==> config.mk <==
export PLATFORM = sky130hd
export DESIGN_NAME = fft8_output_reorder
export DESIGN_NICKNAME = d
export VERILOG_FILES = /design/src/rtl/fft8_output_reorder_pkg.sv /design/src/rtl/fft8_output_reorder_bank.sv /design/src/rtl/fft8_output_reorder.sv
export SDC_FILE = /design/constraint.sdc
export NUM_CORES = 1
export LEC_CHECK = 0
export ABC_AREA = 1
export BUFFER_PORTS_ARGS = -buffer_cell sky130_fd_sc_hd__buf_2
export CAP_MARGIN = 5
export CELL_PAD_IN_SITES_DETAIL_PLACEMENT = 0
export CELL_PAD_IN_SITES_GLOBAL_PLACEMENT = 1
export CORE_UTILIZATION = 45
export CTS_CLUSTER_SIZE = 40
export DETAILED_ROUTE_END_ITERATION = 8
export HOLD_SLACK_MARGIN = 0.15
export PLACE_DENSITY_LB_ADDON = 0.1
export RECOVER_POWER = 25
export SYNTH_ARGS = -nofsm -noshare
export SYNTH_HDL_FRONTEND = slang
export SYNTH_HIERARCHICAL = 1
export SYNTH_SLANG_ARGS = --single-unit
==> constraint.sdc <==
create_clock -name clk -period 5.6 [get_ports clk]
set_clock_uncertainty 0.15 [all_clocks]
set_input_delay 1.12 -clock clk [delete_from_list [all_inputs] [get_ports clk]]
set_output_delay 1.12 -clock clk [all_outputs]
set_load 0.1 [all_outputs]
==> src/rtl/fft8_output_reorder_pkg.sv <==
// Shared constants and index helpers for the 8-point FFT pipeline.
// Imported by the output reorder buffer and its storage banks.
package fft8_output_reorder_pkg;

    localparam int FFT_N     = 8;
    localparam int FFT_LOG2N = 3;
    localparam int SAMPLE_W  = 16;

    typedef logic [FFT_LOG2N-1:0] idx_t;

    function automatic idx_t bitrev3(input idx_t i);
        return {i[0], i[1], i[2]};
    endfunction

endpackage

==> src/rtl/fft8_output_reorder_bank.sv <==
// One ping-pong half: 8-entry register file, synchronous write,
// asynchronous read. Contents are deliberately not reset.
module fft8_output_reorder_bank
    import fft8_output_reorder_pkg::*;
#(
    parameter int W = 32
) (
    input  logic         clk,
    input  logic         i_we,
    input  idx_t         i_waddr,
    input  logic [W-1:0] i_wdata,
    input  idx_t         i_raddr,
    output logic [W-1:0] o_rdata
);

    logic [W-1:0] r_mem [FFT_N];

    always_ff @(posedge clk) begin
        if (i_we) begin
            r_mem[i_waddr] <= i_wdata;
        end
    end

    assign o_rdata = r_mem[i_raddr];

endmodule

==> src/rtl/fft8_output_reorder.sv <==
// Captures bit-reversed FFT output frames into a ping-pong buffer
// and replays them in natural order over valid/ready.
module fft8_output_reorder
    import fft8_output_reorder_pkg::*;
#(
    parameter int DATA_W = SAMPLE_W
) (
    input  logic              clk,
    input  logic              rst_n,
    input  logic              in_valid,
    input  logic              in_first,
    input  logic [DATA_W-1:0] in_re,
    input  logic [DATA_W-1:0] in_im,
    output logic              in_ready,
    output logic              out_valid,
    input  logic              out_ready,
    output logic [DATA_W-1:0] out_re,
    output logic [DATA_W-1:0] out_im,
    output logic              out_first,
    output logic              out_last,
    output logic              overflow,
    output logic              sync_err
);

    localparam int SW = 2 * DATA_W;

    logic [1:0] r_full;
    logic       r_wb;
    logic       r_rb;
    idx_t       r_wc;
    idx_t       r_rc;
    logic       r_ovf;
    logic       r_serr;

    logic          w_wfull;
    logic          w_acc;
    logic          w_resync;
    idx_t          w_widx;
    logic          w_wdone;
    logic          w_rd;
    logic          w_rdone;
    logic [1:0]    w_full_nxt;
    logic [SW-1:0] w_rdata [2];
    logic [SW-1:0] w_sel;

    assign w_wfull  = r_full[r_wb];
    assign w_acc    = in_valid & ~w_wfull;
    // in_first mid-frame restarts the frame at arrival index 0
    assign w_resync = in_valid & in_first & (r_wc != '0);
    assign w_widx   = w_resync ? '0 : r_wc;
    assign w_wdone  = w_acc & (w_widx == idx_t'(FFT_N - 1));
    assign w_rd     = r_full[r_rb] & out_ready;
    assign w_rdone  = w_rd & (r_rc == idx_t'(FFT_N - 1));

    generate
        for (genvar g = 0; g < 2; g++) begin : g_bank
            fft8_output_reorder_bank #(
                .W (SW)
            ) u_bank (
                .clk     (clk),
                .i_we    (w_acc & (r_wb == 1'(g))),
                .i_waddr (bitrev3(w_widx)),
                .i_wdata ({in_re, in_im}),
                .i_raddr (r_rc),
                .o_rdata (w_rdata[g])
            );
        end
    endgenerate

    // Set and clear always hit distinct banks
    always_comb begin
        w_full_nxt = r_full;
        if (w_wdone) w_full_nxt[r_wb] = 1'b1;
        if (w_rdone) w_full_nxt[r_rb] = 1'b0;
    end

    always_ff @(posedge clk or negedge rst_n) begin
        if (!rst_n) begin
            r_full <= '0;
            r_wb   <= 1'b0;
            r_rb   <= 1'b0;
            r_wc   <= '0;
            r_rc   <= '0;
            r_ovf  <= 1'b0;
            r_serr <= 1'b0;
        end else begin
            r_full <= w_full_nxt;
            if (w_acc) begin
                r_wc <= w_wdone ? '0 : w_widx + idx_t'(1);
                if (w_wdone) r_wb <= ~r_wb;
                if (w_resync) r_serr <= 1'b1;
            end
            if (in_valid & w_wfull) r_ovf <= 1'b1;
            if (w_rd) begin
                r_rc <= r_rc + idx_t'(1);
                if (w_rdone) r_rb <= ~r_rb;
            end
        end
    end

    assign w_sel     = w_rdata[r_rb];
    assign in_ready  = ~w_wfull;
    assign out_valid = r_full[r_rb];
    assign out_re    = out_valid ? w_sel[SW-1:DATA_W] : '0;
    assign out_im    = out_valid ? w_sel[DATA_W-1:0] : '0;
    assign out_first = out_valid & (r_rc == '0);
    assign out_last  = out_valid & (r_rc == idx_t'(FFT_N - 1));
    assign overflow  = r_ovf;
    assign sync_err  = r_serr;

endmodule

==> results_dict.tcl <==
set metrics [dict create \
    status "complete, no violations" \
    ys.warnings.count 6 \
    worstSetupPathType "flop to output pin" \
    reg2reg_from "r_wc[0]" \
    fmax_mhz 213 \
    h-tree-depth 2 \
    drtIter0Drc 1146 \
    drive_gt1_share_pct 7.59 \
    syn_inst 2503 \
    port_buffers 74 \
    cts.sinks 524 \
    ir_worst_vdd_mv 0.309 \
    antenna_found_initial 1 \
    crit_path_cell_trace "clkinv_1, buf_4, nand2_1, nand2_1, nand2_1, nand2_1, nand2_1, inv_1, buf_2" \
    cts_repair_resize_count 0 \
    leakage_nw 12.5 \
    cts_buffers 57 \
    critPathArrivalTime_ns 3.43 \
    clock-root-buffer "clkbuf_16" \
    post-route-util_pct 51.2 \
    worstSetupStartpointType "flop" \
    hold_viol 0 \
    r2r_cells 6 \
    final_area_mm2 0.0265 \
    crit_required_ns 4.33 \
    place_area_mm2 0.0248 \
    layout_common_cells "nand2_1 (997), inv_1 (562), edfxtp_1 (512)" \
    initial_utilization_pct 46.0 \
    final_common_cell "nand2_1" \
    maxSlewViolCount 0 \
    relSlewSlack_pct 22.5 \
    die_h_um 232 \
    core_area_mm2 0.0518 \
    num_vias 15800 \
    place_congestion 0.756 \
    viasPerCell 4.79 \
    area_growth_pct 11.3 \
    powerDensity_mw_per_mm2 515 \
    path_buf_inv 4 \
    drt_wl_total_mm 58.8 \
    clk_pin_slew_worst_paths_ns 0.06 \
    row_count 83 \
    crit_path_frequent_cell "nand2_1" \
    avgSynthCellArea_um2 9.52 \
    grt_overflow_total 0 \
    slowest_delay_ns 0.76 \
    grt_max_degree 153 \
    clockBufferDepth 3 \
    final_nets 2606 \
    startpoint "r_rc[2]" \
    setup_slack_ns 0.897 \
    pre_cts_ws_ns 1.46 \
    grtUsageTotal_pct 22.6 \
    cts_tree "yes" \
    setup_viol_count_final 0 \
    r2r_end "g_bank[1].u_bank/r_mem[2][16]" \
    holdCritPathClass "flop to flop" \
    rsz0062_at_grt "no" \
    wl_per_cell_um 17.9 \
    cp_slowest_cell "clkinv_1" \
    dpl.hpwl_mm 32.5 \
    cts_hold_buffers 0 \
    clk_latency_ns 0.60 \
    ys_seq_area_share_pct 65.8 \
    grt_pass1_vias 15500 \
    min-delay-start "sync_err" \
    die_w_um 232 \
    yosysUniqueCellTypes 23 \
    route.detailed.drc 0 \
    rrSetupSlack_ns 2.36 \
    hold_end "sync_err" \
    firstDrtPassIters 5 \
    io_pins 75 \
    grt_first_pass_wirelength_mm 91.0 \
    syn_area_mm2 0.0238 \
    dieArea_mm2 0.0539 \
    maxCapViolCount 0 \
    antenna_cells 0 \
    postCtsSetupRepairBufs 0 \
    setup_tns_ns 0 \
    worst_setup_path_end_kind "output pin" \
    crit_family "buffers and inverters" \
    fin_crit_sh_pct 84.0 \
    synth_nets 2545 \
    hold_path_depth 1 \
    crit_cells 9 \
    tightest_slew_ns 1.16 \
    ys_ff_latch 524 \
    critPathMaxFanout 33 \
    period_minus_slack_ns 4.70 \
    antenna_left 0 \
]
==> cells in the mapped netlist <==
cell / n / area share, %
buf_1: 10 / 0.16
inv_4: 1 / 0.026
nand4_2: 1 / 0.052
a21boi_0: 2 / 0.063
o21bai_1: 2 / 0.063
nand2_2: 3 / 0.079
nor2_4: 1 / 0.047
buf_4: 10 / 0.32
edfxtp_1: 512 / 65
dfrtp_1: 12 / 1.3
nand3_1: 262 / 5.5
xor2_2: 1 / 0.068
buf_6: 24 / 1.1
nand2_1: 997 / 16
inv_2: 4 / 0.063
buf_2: 50 / 1.1
ha_1: 5 / 0.26
clkbuf_1: 14 / 0.22
a31o_2: 1 / 0.037
inv_1: 564 / 8.9
nor2_1: 23 / 0.36
nand2_4: 1 / 0.047
nand4_1: 3 / 0.079
==> routing by layer <==
layer  track usage (%)  routed length [um]  part of all wire (%)  vias to the layer above
li1                  -                   -                     -                     7823
met1              30.6               27200                    46                     7562
met2              38.2               28100                    48                      289
met3              3.43                2580                   4.4                       77
met4              5.08                1040                   1.8                        2
met5                 0                  14                 0.024                        -
==> flip-flops by register name, indices dropped and copies added, names as in the netlist <==
register             cells
r_wc                     3
r_wb                     1
g_bank.u_bank/r_mem    512
sync_err                 1
r_full                   2
overflow                 1
r_rb                     1
r_rc                     3
==> power breakdown <==
| group | internal [mW] | total (mW) | leakage [nW] | switching (mW) |
|---|---|---|---|---|
| Clock | 2.04 | 3.55 | 0.861 | 1.51 |
| Combinational | 1.23 | 5.44 | 6.86 | 4.21 |
| Sequential | 4.49 | 4.66 | 4.75 | 0.168 |
==> final cells by class <==
cell class | count | area [um^2]
fillers | 4764 | 25300
flip-flops and latches | 524 | 15700
multi-input cells | 1302 | 5450
inverters | 569 | 2140
clock buffers | 68 | 1510
well taps | 680 | 851
repair buffers | 110 | 652
clock inverters | 36 | 238
==> worst max path at each step <==
stage | to
after floorplan | out_last
after global placement | g_bank[1].u_bank/r_mem[2][16]
after detailed placement | g_bank[1].u_bank/r_mem[2][19]
after CTS | out_im[1]
after global routing | out_im[4]
final | out_im[1]
==> per-stage QoR <==
stage                     power [mW]  hold WS [ns]  instances
after floorplan                 9.00         0.299       2503
after global placement          10.3         0.305       3185
after detailed placement        10.3         0.311       3185
after CTS                       13.8         0.232       3289
after global routing            14.5         0.340       3289
final                           13.7         0.317       3289
==> worst register-to-register path: cells and delay by family (launching register included) <==
kind	cells	cell delay, ns
buf+inv	1	0.35
compound gates	1	0.64
flops	1	0.39
simple gates	4	1.41
==> cell families after synthesis <==
family / Yosys count / synth area share, %
adder cells (fa/ha/maj): 5 / 0.263
AND/OR/NAND/NOR: 1291 / 21.9
flip-flops: 524 / 65.8
AO/OA/AOI/OAI: 5 / 0.163
XOR/XNOR: 1 / 0.0683
buffers and inverters: 677 / 11.9
Power figures use the tool's default switching activity.
